[src/rtl/rv_alu_pkg.sv]
// Shared definitions for the rv_alu issue stage: operation codes, branch
// conditions, ALU command-vector bit positions and issue FSM states.
package rv_alu_pkg;

  typedef enum logic [3:0] {
    OP_ADD     = 4'd0,
    OP_SUB     = 4'd1,
    OP_AND     = 4'd2,
    OP_OR      = 4'd3,
    OP_XOR     = 4'd4,
    OP_SLL     = 4'd5,
    OP_SRL     = 4'd6,
    OP_SRA     = 4'd7,
    OP_SLT     = 4'd8,
    OP_SLTU    = 4'd9,
    OP_MUL     = 4'd10,
    OP_MULH    = 4'd11,
    OP_MULHU   = 4'd12,
    OP_DIV     = 4'd13,
    OP_BR      = 4'd14,
    OP_ILLEGAL = 4'd15
  } op_e;

  typedef enum logic [2:0] {
    BR_EQ   = 3'd0,
    BR_NE   = 3'd1,
    BR_RSV2 = 3'd2,
    BR_RSV3 = 3'd3,
    BR_LT   = 3'd4,
    BR_GE   = 3'd5,
    BR_LTU  = 3'd6,
    BR_GEU  = 3'd7
  } brcond_e;

  // Command vector, MSB first:
  // {signed, addsub, mul, div, div_mod, cmp, negate_op2, and, xor,
  //  shift, shift_right, mul_high, signed_b}; div_mod (bit 8) is never set here.
  localparam int CMD_W       = 13;
  localparam int CMD_SIGNED  = 12;
  localparam int CMD_ADDSUB  = 11;
  localparam int CMD_MUL     = 10;
  localparam int CMD_DIV     = 9;
  localparam int CMD_CMP     = 7;
  localparam int CMD_NEGATE  = 6;
  localparam int CMD_AND     = 5;
  localparam int CMD_XOR     = 4;
  localparam int CMD_SHIFT   = 3;
  localparam int CMD_RIGHT   = 2;
  localparam int CMD_MULHIGH = 1;
  localparam int CMD_SIGNEDB = 0;

  typedef enum logic [2:0] {
    S_IDLE,
    S_ISSUE,
    S_WAIT,
    S_CMP,
    S_RESP
  } state_e;

  // Branch decision from the derived compare relations; reserved codes never take.
  function automatic logic br_resolve(input logic [2:0] bc, input logic eq,
                                      input logic lt, input logic ltu);
    case (bc)
      BR_EQ:   return eq;
      BR_NE:   return ~eq;
      BR_LT:   return lt;
      BR_GE:   return ~lt;
      BR_LTU:  return ltu;
      BR_GEU:  return ~ltu;
      default: return 1'b0;
    endcase
  endfunction

  function automatic logic br_reserved(input logic [2:0] bc);
    return (bc == BR_RSV2) || (bc == BR_RSV3);
  endfunction

endpackage

[src/rtl/rv_alu_op_decode.sv]
// Combinational translation of a 4-bit op code into the rv_alu command vector.
module rv_alu_op_decode
  import rv_alu_pkg::*;
(
  input  logic [3:0]       op_i,
  output logic [CMD_W-1:0] cmd_o,
  output logic             illegal_o,
  output logic             is_cmp_o
);

  // Map each op to its command bits; compares carry no addsub so the ALU stays silent on we
  always_comb begin
    cmd_o     = '0;
    illegal_o = 1'b0;
    is_cmp_o  = 1'b0;
    case (op_i)
      OP_ADD:   cmd_o[CMD_ADDSUB] = 1'b1;
      OP_SUB: begin
        cmd_o[CMD_ADDSUB] = 1'b1;
        cmd_o[CMD_NEGATE] = 1'b1;
      end
      OP_AND:   cmd_o[CMD_AND] = 1'b1;
      OP_XOR:   cmd_o[CMD_XOR] = 1'b1;
      OP_OR: begin
        cmd_o[CMD_AND] = 1'b1;
        cmd_o[CMD_XOR] = 1'b1;
      end
      OP_SLL:   cmd_o[CMD_SHIFT] = 1'b1;
      OP_SRL: begin
        cmd_o[CMD_SHIFT] = 1'b1;
        cmd_o[CMD_RIGHT] = 1'b1;
      end
      OP_SRA: begin
        cmd_o[CMD_SHIFT]  = 1'b1;
        cmd_o[CMD_RIGHT]  = 1'b1;
        cmd_o[CMD_SIGNED] = 1'b1;
      end
      OP_MUL:   cmd_o[CMD_MUL] = 1'b1;
      OP_MULH: begin
        cmd_o[CMD_MUL]     = 1'b1;
        cmd_o[CMD_MULHIGH] = 1'b1;
        cmd_o[CMD_SIGNED]  = 1'b1;
        cmd_o[CMD_SIGNEDB] = 1'b1;
      end
      OP_MULHU: begin
        cmd_o[CMD_MUL]     = 1'b1;
        cmd_o[CMD_MULHIGH] = 1'b1;
      end
      OP_DIV:   cmd_o[CMD_DIV] = 1'b1;
      OP_SLT, OP_SLTU, OP_BR: begin
        cmd_o[CMD_CMP]    = 1'b1;
        cmd_o[CMD_NEGATE] = 1'b1;
        is_cmp_o          = 1'b1;
      end
      default:  illegal_o = 1'b1;
    endcase
  end

endmodule

[src/rtl/rv_alu_issue.sv]
// Issue stage for rv_alu: accepts one decoded op, drives the ALU, waits out
// multi-cycle ops under a watchdog, resolves compares/branches and hands
// results to writeback.
module rv_alu_issue
  import rv_alu_pkg::*;
#(
  parameter int TIMEOUT = 64,
  parameter int CNT_W   = 7
) (
  input  logic        clk_i,
  input  logic        rst_i,
  input  logic        dec_valid_i,
  output logic        dec_ready_o,
  input  logic [3:0]  dec_op_i,
  input  logic [2:0]  dec_brcond_i,
  input  logic [31:0] dec_op1_i,
  input  logic [31:0] dec_op2_i,
  input  logic [4:0]  dec_rd_i,
  output logic        alu_valid_o,
  output logic [12:0] alu_cmd_o,
  output logic [31:0] alu_op1_o,
  output logic [31:0] alu_op2_o,
  input  logic [31:0] alu_result_i,
  input  logic        alu_we_i,
  input  logic        alu_wait_i,
  input  logic        alu_busy_i,
  input  logic        alu_cmp_eq_i,
  input  logic        alu_cmp_ug_i,
  input  logic        alu_cmp_sg_i,
  output logic        wb_valid_o,
  input  logic        wb_ready_i,
  output logic [4:0]  wb_rd_o,
  output logic [31:0] wb_data_o,
  output logic        br_valid_o,
  output logic        br_taken_o,
  output logic        err_o
);

  state_e           state_q, state_d;
  logic [CNT_W-1:0] cnt_q, cnt_d;
  logic             err_q, err_d;
  op_e              op_q;
  logic [2:0]       brcond_q;
  logic [4:0]       rd_q;
  logic [31:0]      op1_q, op2_q, res_q, res_d;
  logic [CMD_W-1:0] cmd_q, dec_cmd;
  logic             is_cmp_q, dec_illegal, dec_is_cmp;
  logic             cap_dec, cap_res, br_valid, br_taken;
  logic             lt, ltu, alu_active;

  rv_alu_op_decode u_op_decode (
    .op_i      (dec_op_i),
    .cmd_o     (dec_cmd),
    .illegal_o (dec_illegal),
    .is_cmp_o  (dec_is_cmp)
  );

  assign lt  = ~alu_cmp_sg_i & ~alu_cmp_eq_i;
  assign ltu = ~alu_cmp_ug_i & ~alu_cmp_eq_i;

  // Next state, watchdog, result capture and branch strobe
  always_comb begin
    state_d  = state_q;
    cnt_d    = cnt_q;
    err_d    = 1'b0;
    cap_dec  = 1'b0;
    cap_res  = 1'b0;
    res_d    = res_q;
    br_valid = 1'b0;
    br_taken = 1'b0;
    case (state_q)
      S_IDLE: begin
        if (dec_valid_i) begin
          cap_dec = 1'b1;
          if (dec_illegal) err_d = 1'b1;
          else             state_d = S_ISSUE;
        end
      end
      S_ISSUE: begin
        if (alu_we_i) begin
          cap_res = 1'b1;
          res_d   = alu_result_i;
          state_d = (rd_q == 5'd0) ? S_IDLE : S_RESP;
        end else if (is_cmp_q) begin
          state_d = S_CMP;
        end else if (alu_wait_i) begin
          cnt_d   = '0;
          state_d = S_WAIT;
        end else begin
          err_d   = 1'b1;
          state_d = S_IDLE;
        end
      end
      S_WAIT: begin
        if (alu_we_i) begin
          cap_res = 1'b1;
          res_d   = alu_result_i;
          state_d = (rd_q == 5'd0) ? S_IDLE : S_RESP;
        end else if (cnt_q == CNT_W'(TIMEOUT - 1)) begin
          err_d   = 1'b1;
          state_d = S_IDLE;
        end else begin
          cnt_d = cnt_q + CNT_W'(1);
        end
      end
      S_CMP: begin
        if (op_q == OP_BR) begin
          br_valid = 1'b1;
          br_taken = br_resolve(brcond_q, alu_cmp_eq_i, lt, ltu);
          err_d    = br_reserved(brcond_q);
          state_d  = S_IDLE;
        end else begin
          cap_res = 1'b1;
          res_d   = {31'b0, (op_q == OP_SLTU) ? ltu : lt};
          state_d = (rd_q == 5'd0) ? S_IDLE : S_RESP;
        end
      end
      S_RESP: begin
        if (wb_ready_i) state_d = S_IDLE;
      end
      default: state_d = S_IDLE;
    endcase
  end

  // Control state with asynchronous reset
  always_ff @(posedge clk_i or posedge rst_i) begin
    if (rst_i) begin
      state_q <= S_IDLE;
      cnt_q   <= '0;
      err_q   <= 1'b0;
    end else begin
      state_q <= state_d;
      cnt_q   <= cnt_d;
      err_q   <= err_d;
    end
  end

  // Operation and result holding registers; outputs are gated by state
  always_ff @(posedge clk_i) begin
    if (cap_dec) begin
      op_q     <= op_e'(dec_op_i);
      brcond_q <= dec_brcond_i;
      rd_q     <= dec_rd_i;
      op1_q    <= dec_op1_i;
      op2_q    <= dec_op2_i;
      cmd_q    <= dec_cmd;
      is_cmp_q <= dec_is_cmp;
    end
    if (cap_res) res_q <= res_d;
  end

  assign alu_active  = (state_q == S_ISSUE) || (state_q == S_WAIT) || (state_q == S_CMP);
  assign dec_ready_o = (state_q == S_IDLE) && !rst_i;
  assign alu_valid_o = (state_q == S_ISSUE);
  assign alu_cmd_o   = alu_active ? cmd_q : '0;
  assign alu_op1_o   = alu_active ? op1_q : '0;
  assign alu_op2_o   = alu_active ? op2_q : '0;
  assign wb_valid_o  = (state_q == S_RESP);
  assign wb_rd_o     = wb_valid_o ? rd_q : '0;
  assign wb_data_o   = wb_valid_o ? res_q : '0;
  assign br_valid_o  = br_valid;
  assign br_taken_o  = br_taken;
  assign err_o       = err_q;

  // A new command must only be launched into an idle ALU
  assert property (@(posedge clk_i) disable iff (rst_i) alu_valid_o |-> !alu_busy_i);

endmodule
[config.mk]
export PLATFORM = sky130hd
export DESIGN_NAME = rv_alu_issue
export DESIGN_NICKNAME = d
export VERILOG_FILES = /design/src/rtl/rv_alu_pkg.sv /design/src/rtl/rv_alu_op_decode.sv /design/src/rtl/rv_alu_issue.sv
export SDC_FILE = /design/constraint.sdc
export NUM_CORES = 1
export LEC_CHECK = 0
export BUFFER_PORTS_ARGS = -buffer_cell sky130_fd_sc_hd__buf_2
export CORE_MARGIN = 3
export CORE_UTILIZATION = 52
export CTS_CLUSTER_SIZE = 24
export DETAILED_ROUTE_END_ITERATION = 16
export PLACE_DENSITY = 0.86
export SYNTH_ARGS = -nofsm -noshare
export SYNTH_HDL_FRONTEND = slang
export SYNTH_HIERARCHICAL = 1
export SYNTH_SLANG_ARGS = --single-unit
[constraint.sdc]
create_clock -name clk_i -period 18.1 [get_ports clk_i]
set_input_delay 1.81 -clock clk_i [delete_from_list [all_inputs] [get_ports clk_i]]
set_output_delay 1.81 -clock clk_i [all_outputs]
set_load 0.01 [all_outputs]
==> flow_summary.yaml, run 1 <==
status:
  status: "completed"
sta:
  max_clock_freq_ghz: 0.207
  fin_crit_ns: 4.83
  worst_clock_skew_ns: 0.00558
  setup_slack_ns: 13.27
  final_max_slew_viol_count: 0
  worst_slew_pin_slew_ns: 1.25
  max_slew_margin_pct: 16.8
  period_share_pct: 26.7
  setup_viol: 0
  grt_setup_unrepaired: "no"
  tns_ns: 0
  hold_viol_final: 0
finish:
  layout_common_cells: "236 x buf_2, 122 x edfxtp_1, 109 x and2_1"
  final_common_cell: "buf_2"
  antenna_cells: 0
  areaGrowthSynthToFinish_pct: 33.8
  drive_above_1_share_pct: 43.6
  nets: 759
  instances_no_fill: 789
routing:
  dr.first_iter.drc_count: 247
  num_vias: 3997
  wirelength_mm: 13.3
  wl_per_cell_um: 16.8
  viasPerCell: 5.07
  ant_nets: 0
  firstDrtPassIters: 4
  drc: 0
clocking:
  clkSinkCount: 133
  hold_buffers: 0
  post_cts_resized: 0
  htree_levels: 4
  cts_tree: "yes"
  clk_latency_ns: 0.51
  cts_post_setup_buffers_inserted: 0
  cts.clk_slew.worst_paths_ns: 0.05
  cts_buffers: 17
  clockRootBuffer: "clkbuf_8"
  clock_path_buffers: 2
grt:
  grt_overflow: 0
  grt_util_all_layers_pct: 20.5
  grt_max_degree: 92
  antenna_found_initial: 2
  grt_pass1_wl_mm: 18.4
  grt_pass1_vias: 3709
worst_setup_path:
  crit_required_ns: 16.29
  worstSetupStartpoint: "state_q[0]"
  reg2reg_from: "state_q[2]"
  crit_path_max_incr_delay_ns: 1.01
  cp.depth: 4
  crit-reg2reg-capture: "op2_q[22]"
  start_kind: "flip-flop"
  crit_fanout: 77
  cp_top_family: "simple AND/OR/NAND/NOR gates"
  crit_path_end_kind: "output pin"
  worstRegToRegCells: 3
  cp.arrival_ns: 3.02
  cp-endpoint: "alu_op2_o[1]"
  crit_type: "reg2out"
  crit_slowest_cell: "nor2_2"
  path_cells: "nor2_2, nor2_4, and2_1, buf_2"
  r2r_slack_ns: 15.83
  cp_num_buf_inv: 1
place:
  finalWeightedCongestion: 0.757
  hpwl_mm: 9.18
  place_inst: 757
  io_buffers: 236
  pre_cts_ws_ns: 13.49
synthesis:
  ys_seq_elements: 133
  avgSynthCellArea_um2: 13.8
  synth_cell_types: 48
  syn_nets: 529
  async_flop_share_pct: 8.27
  syn_inst: 410
  synth-warning-count: 6
  synth_ff_type: "edfxtp_1"
  synth_edf_count: 122
  netlist_area_um2: 5650
  seq_area_frac_synth_pct: 69.7
power:
  p_leak_nw: 3.47
  power.density_nw_per_um2: 159
  vdd_drop_max_uv: 93.3
  p_total_w: 0.00120
floorplanning:
  dieArea_um2: 12200
  core_um2: 10500
  row_count: 37
  die_h_um: 110
  ios: 238
  fp.dieW_um: 110
  initial_utilization_pct: 54.0
hold_path:
  hold_class: "reg2reg"
  hp-start: "cnt_q[1]"
job:
  maxCapViolations: 0
[layout make-up]
cell class / count / area (µm²)
Sequential cell: 133 / 3940
Fill cell: 696 / 2900
Multi-Input combinational cell: 240 / 1560
Timing Repair Buffer: 239 / 1200
Clock buffer: 18 / 418
Clock inverter: 14 / 233
Tap cell: 136 / 170
Inverter: 9 / 33.8
[per-layer routing]
layer / vias up / share of wire (%) / track usage (%)
met5: - / 0.19 / 0
met3: 21 / 7.9 / 6.58
met4: 4 / 1.9 / 8.44
li1: 1928 / - / -
met2: 165 / 53 / 35.9
met1: 1879 / 37 / 23.2
[worst min-delay path: cells and delay by family, from the launching register on]
family | cells | cell delay (ns)
flops | 1 | 0.39
simple gates | 1 | 0.06
mux | 1 | 0.06
[cell usage after synthesis (all sizes together), types with 3 or more instances]
cell / number / area (µm²)
o31ai: 3 / 22.5
dfrtp: 11 / 275
nand3: 4 / 20.0
a21oi: 6 / 33.8
edfxtp: 122 / 3660
inv: 9 / 33.8
nor4: 3 / 18.8
and2: 109 / 682
clkbuf: 20 / 75.1
and3: 38 / 238
a31o: 4 / 35.0
buf: 8 / 58.8
nor2: 14 / 52.6
nand2: 10 / 37.5
nor3: 6 / 30.0
nand2b: 3 / 18.8
nor3b: 5 / 53.8
[power by group]
| part | switching, W | leakage (nW) | internal (W) |
|---|---|---|---|
| Combinational | 0.000224 | 1.86 | 0.000141 |
| Clock | 0.000122 | 0.318 | 0.000251 |
| Sequential | 0.0000289 | 1.29 | 0.000437 |
| Total | 0.000375 | 3.47 | 0.000829 |
[kinds of logic (layout without fill, tap and decap cells)]
family | after synthesis | count (layout) | share of synthesized area [%]
flip-flops | 133 | 133 | 69.7
multiplexers | 3 | 3 | 0.576
XOR/XNOR | 2 | 2 | 0.310
AO/OA/AOI/OAI | 28 | 28 | 3.79
AND/OR/NAND/NOR | 205 | 205 | 22.4
buffers and inverters | 37 | 280 | 2.97
adder cells (fa/ha/maj) | 1 | 1 | 0.221
other | 1 | 1 | 0.0664
[worst min path at each step]
stage	to	depth (start not counted)
global placement	cnt_q[6]	1
floorplan	cnt_q[6]	1
finish	cnt_q[1]	2
CTS	cnt_q[6]	1
global route	cnt_q[6]	1
detailed placement	cnt_q[6]	1
[stage by stage]
step,utilization [%],cell area (µm²),hold WS (ns)
5_1_grt,72.3,7560,0.576
3_5_place_dp,66.0,6910,0.542
4_1_cts,72.3,7560,0.558
3_3_place_gp,66.0,6910,0.526
2_1_floorplan,-,5650,0.501
6_report,72.3,7560,0.560
[flip-flops by register name (all words and copies together) (netlist names), 3 cells and up]
| register | cells |
|---|---|
| rd_q | 5 |
| res_q | 32 |
| cmd_q | 13 |
| cnt_q | 7 |
| brcond_q | 3 |
| op2_q | 32 |
| state_q | 3 |
| op1_q | 32 |
| op_q | 4 |
Power figures use the tool's default switching activity.
==> run 2, diff against run 1 <==
--- a/config.mk
+++ b/config.mk
@@ -7,10 +7,10 @@
 export LEC_CHECK = 0
 export BUFFER_PORTS_ARGS = -buffer_cell sky130_fd_sc_hd__buf_2
 export CORE_MARGIN = 3
-export CORE_UTILIZATION = 52
+export CORE_UTILIZATION = 43
 export CTS_CLUSTER_SIZE = 24
 export DETAILED_ROUTE_END_ITERATION = 16
-export PLACE_DENSITY = 0.86
+export PLACE_DENSITY = 0.76
 export SYNTH_ARGS = -nofsm -noshare
 export SYNTH_HDL_FRONTEND = slang
 export SYNTH_HIERARCHICAL = 1
==> constraint.sdc (replaced) <==
create_clock -name clk_i -period 4.4 [get_ports clk_i]
set_input_delay 0.44 -clock clk_i [delete_from_list [all_inputs] [get_ports clk_i]]
set_output_delay 0.44 -clock clk_i [all_outputs]
set_load 0.01 [all_outputs]
==> flow_summary.yaml, run 2 (same netlist as run 1, synthesis figures left out) <==
status:
  status: "completed"
worst_setup_path:
  r2r_slack_ns: 2.23
  crit_path_end_kind: "output pin"
  crit_fanout: 77
  cp-endpoint: "alu_op2_o[31]"
  crit_required_ns: 3.96
  cp.arrival_ns: 2.70
  worstRegToRegCells: 3
  reg2reg_from: "state_q[2]"
  crit_type: "reg2out"
  worstSetupStartpoint: "state_q[0]"
  start_kind: "flip-flop"
  crit-reg2reg-capture: "res_q[12]"
clocking:
  clock_path_buffers: 2
  cts_buffers: 17
  clk_latency_ns: 0.41
  post_cts_resized: 0
  cts_tree: "yes"
  cts.clk_slew.worst_paths_ns: 0.06
  cts_post_setup_buffers_inserted: 0
  clkSinkCount: 133
  htree_levels: 4
  hold_buffers: 0
  clockRootBuffer: "clkbuf_16"
routing:
  ant_nets: 0
  firstDrtPassIters: 4
  num_vias: 4009
  dr.first_iter.drc_count: 218
  wirelength_mm: 13.0
  viasPerCell: 4.85
  drc: 0
  wl_per_cell_um: 15.7
finish:
  antenna_cells: 0
  areaGrowthSynthToFinish_pct: 35.6
  layout_common_cells: "236 x buf_2, 122 x edfxtp_1, 109 x and2_1"
  top_regs: "op1_q (32), op2_q (32), res_q (32)"
  nets: 761
  drive_above_1_share_pct: 44.0
  fillers: 1011
  final_common_cell: "buf_2"
grt:
  grt_pass1_vias: 3898
  grt_util_all_layers_pct: 17.3
  antenna_found_initial: 0
  grt_max_degree: 78
  grt_pass1_wl_mm: 19.3
  grt_overflow: 0
sta:
  max_clock_freq_ghz: 0.319
  worst_clock_skew_ns: 0.00896
  tns_ns: 0
  hold_viol_final: 0
  fin_crit_ns: 3.14
  setup_viol: 0
  worst_slew_pin_slew_ns: 1.20
  final_max_slew_viol_count: 0
  grt_setup_unrepaired: "no"
  holdWs_ns: 0.0377
  max_slew_margin_pct: 20.3
  period_share_pct: 71.3
floorplanning:
  die_h_um: 121
  initial_utilization_pct: 44.4
  core_um2: 12700
  dieArea_um2: 14600
  ios: 238
  row_count: 41
  fp.dieW_um: 121
power:
  p_leak_nw: 3.50
  pwr-share-clk_pct: 32.1
  vdd_drop_max_uv: 261
  pwr-share-seq_pct: 37.8
  p_int_w: 0.00350
  combPwrFrac_pct: 30.2
  p_sw_share_pct: 30.8
  switching_power_w: 0.00156
  power.density_nw_per_um2: 661
place:
  hpwl_mm: 9.19
  io_buffers: 236
  finalWeightedCongestion: 0.797
job:
  maxCapViolations: 0
hold_path:
  hold_class: "in2async"
## run 2: how the worst min path moves through the flow
stage          slack (ns)  cells past startpoint          to   from
2_1_floorplan        0.29                      1    cnt_q[0]  rst_i
3_3_place_gp         0.47                      2  state_q[2]  rst_i
3_5_place_dp         0.47                      2    cnt_q[5]  rst_i
4_1_cts              0.03                      2    cnt_q[4]  rst_i
5_1_grt              0.05                      2    cnt_q[5]  rst_i
6_report             0.04                      2    cnt_q[5]  rst_i
## run 2: worst max-delay path, cell delays in order (launching register included)
cell and delay [ns]:
dfrtp_1 0.62, nor2_2 0.07, buf_4 0.24, nor2_4 0.90
and2_1 0.26, buf_2 0.15
## run 2: layer usage
metal	up-vias	GRT usage, %	wire, µm
met4	0	8.43	368
met2	201	28.3	6360
met1	1841	19.7	4990
met3	35	6.97	1300
met5	-	0	0
li1	1932	-	-
## run 2: per-stage QoR
step	utilization (%)	worst slack (ns)	cell area (µm²)	instances	total power (W)
6_report	60.2	1.26	7660	827	0.00506
5_1_grt	60.2	1.01	7660	827	0.00534
4_1_cts	60.2	1.18	7660	827	0.00513
2_1_floorplan	-	0.386	5670	410	0.00288
3_5_place_dp	54.8	1.64	6980	795	0.00349
3_3_place_gp	54.8	1.69	6980	795	0.00344
## run 2: final cells by class
type / instances / area, µm² / share of cell area (%)
Sequential cell: 133 / 3940 / 51.4
Clock buffer: 17 / 425 / 5.55
Timing Repair Buffer: 241 / 1220 / 15.9
Clock inverter: 15 / 258 / 3.36
Multi-Input combinational cell: 240 / 1570 / 20.5
Inverter: 9 / 33.8 / 0.441
Tap cell: 172 / 215 / 2.81
## run 2: power groups by stage
stage,sequential [W],combinational [W],clock [W]
2_1_floorplan,0.00191,0.000971,0
3_3_place_gp,0.00192,0.00152,0
3_5_place_dp,0.00194,0.00155,0
4_1_cts,0.00191,0.00156,0.00166
5_1_grt,0.00194,0.00168,0.00171
6_report,0.00191,0.00153,0.00163
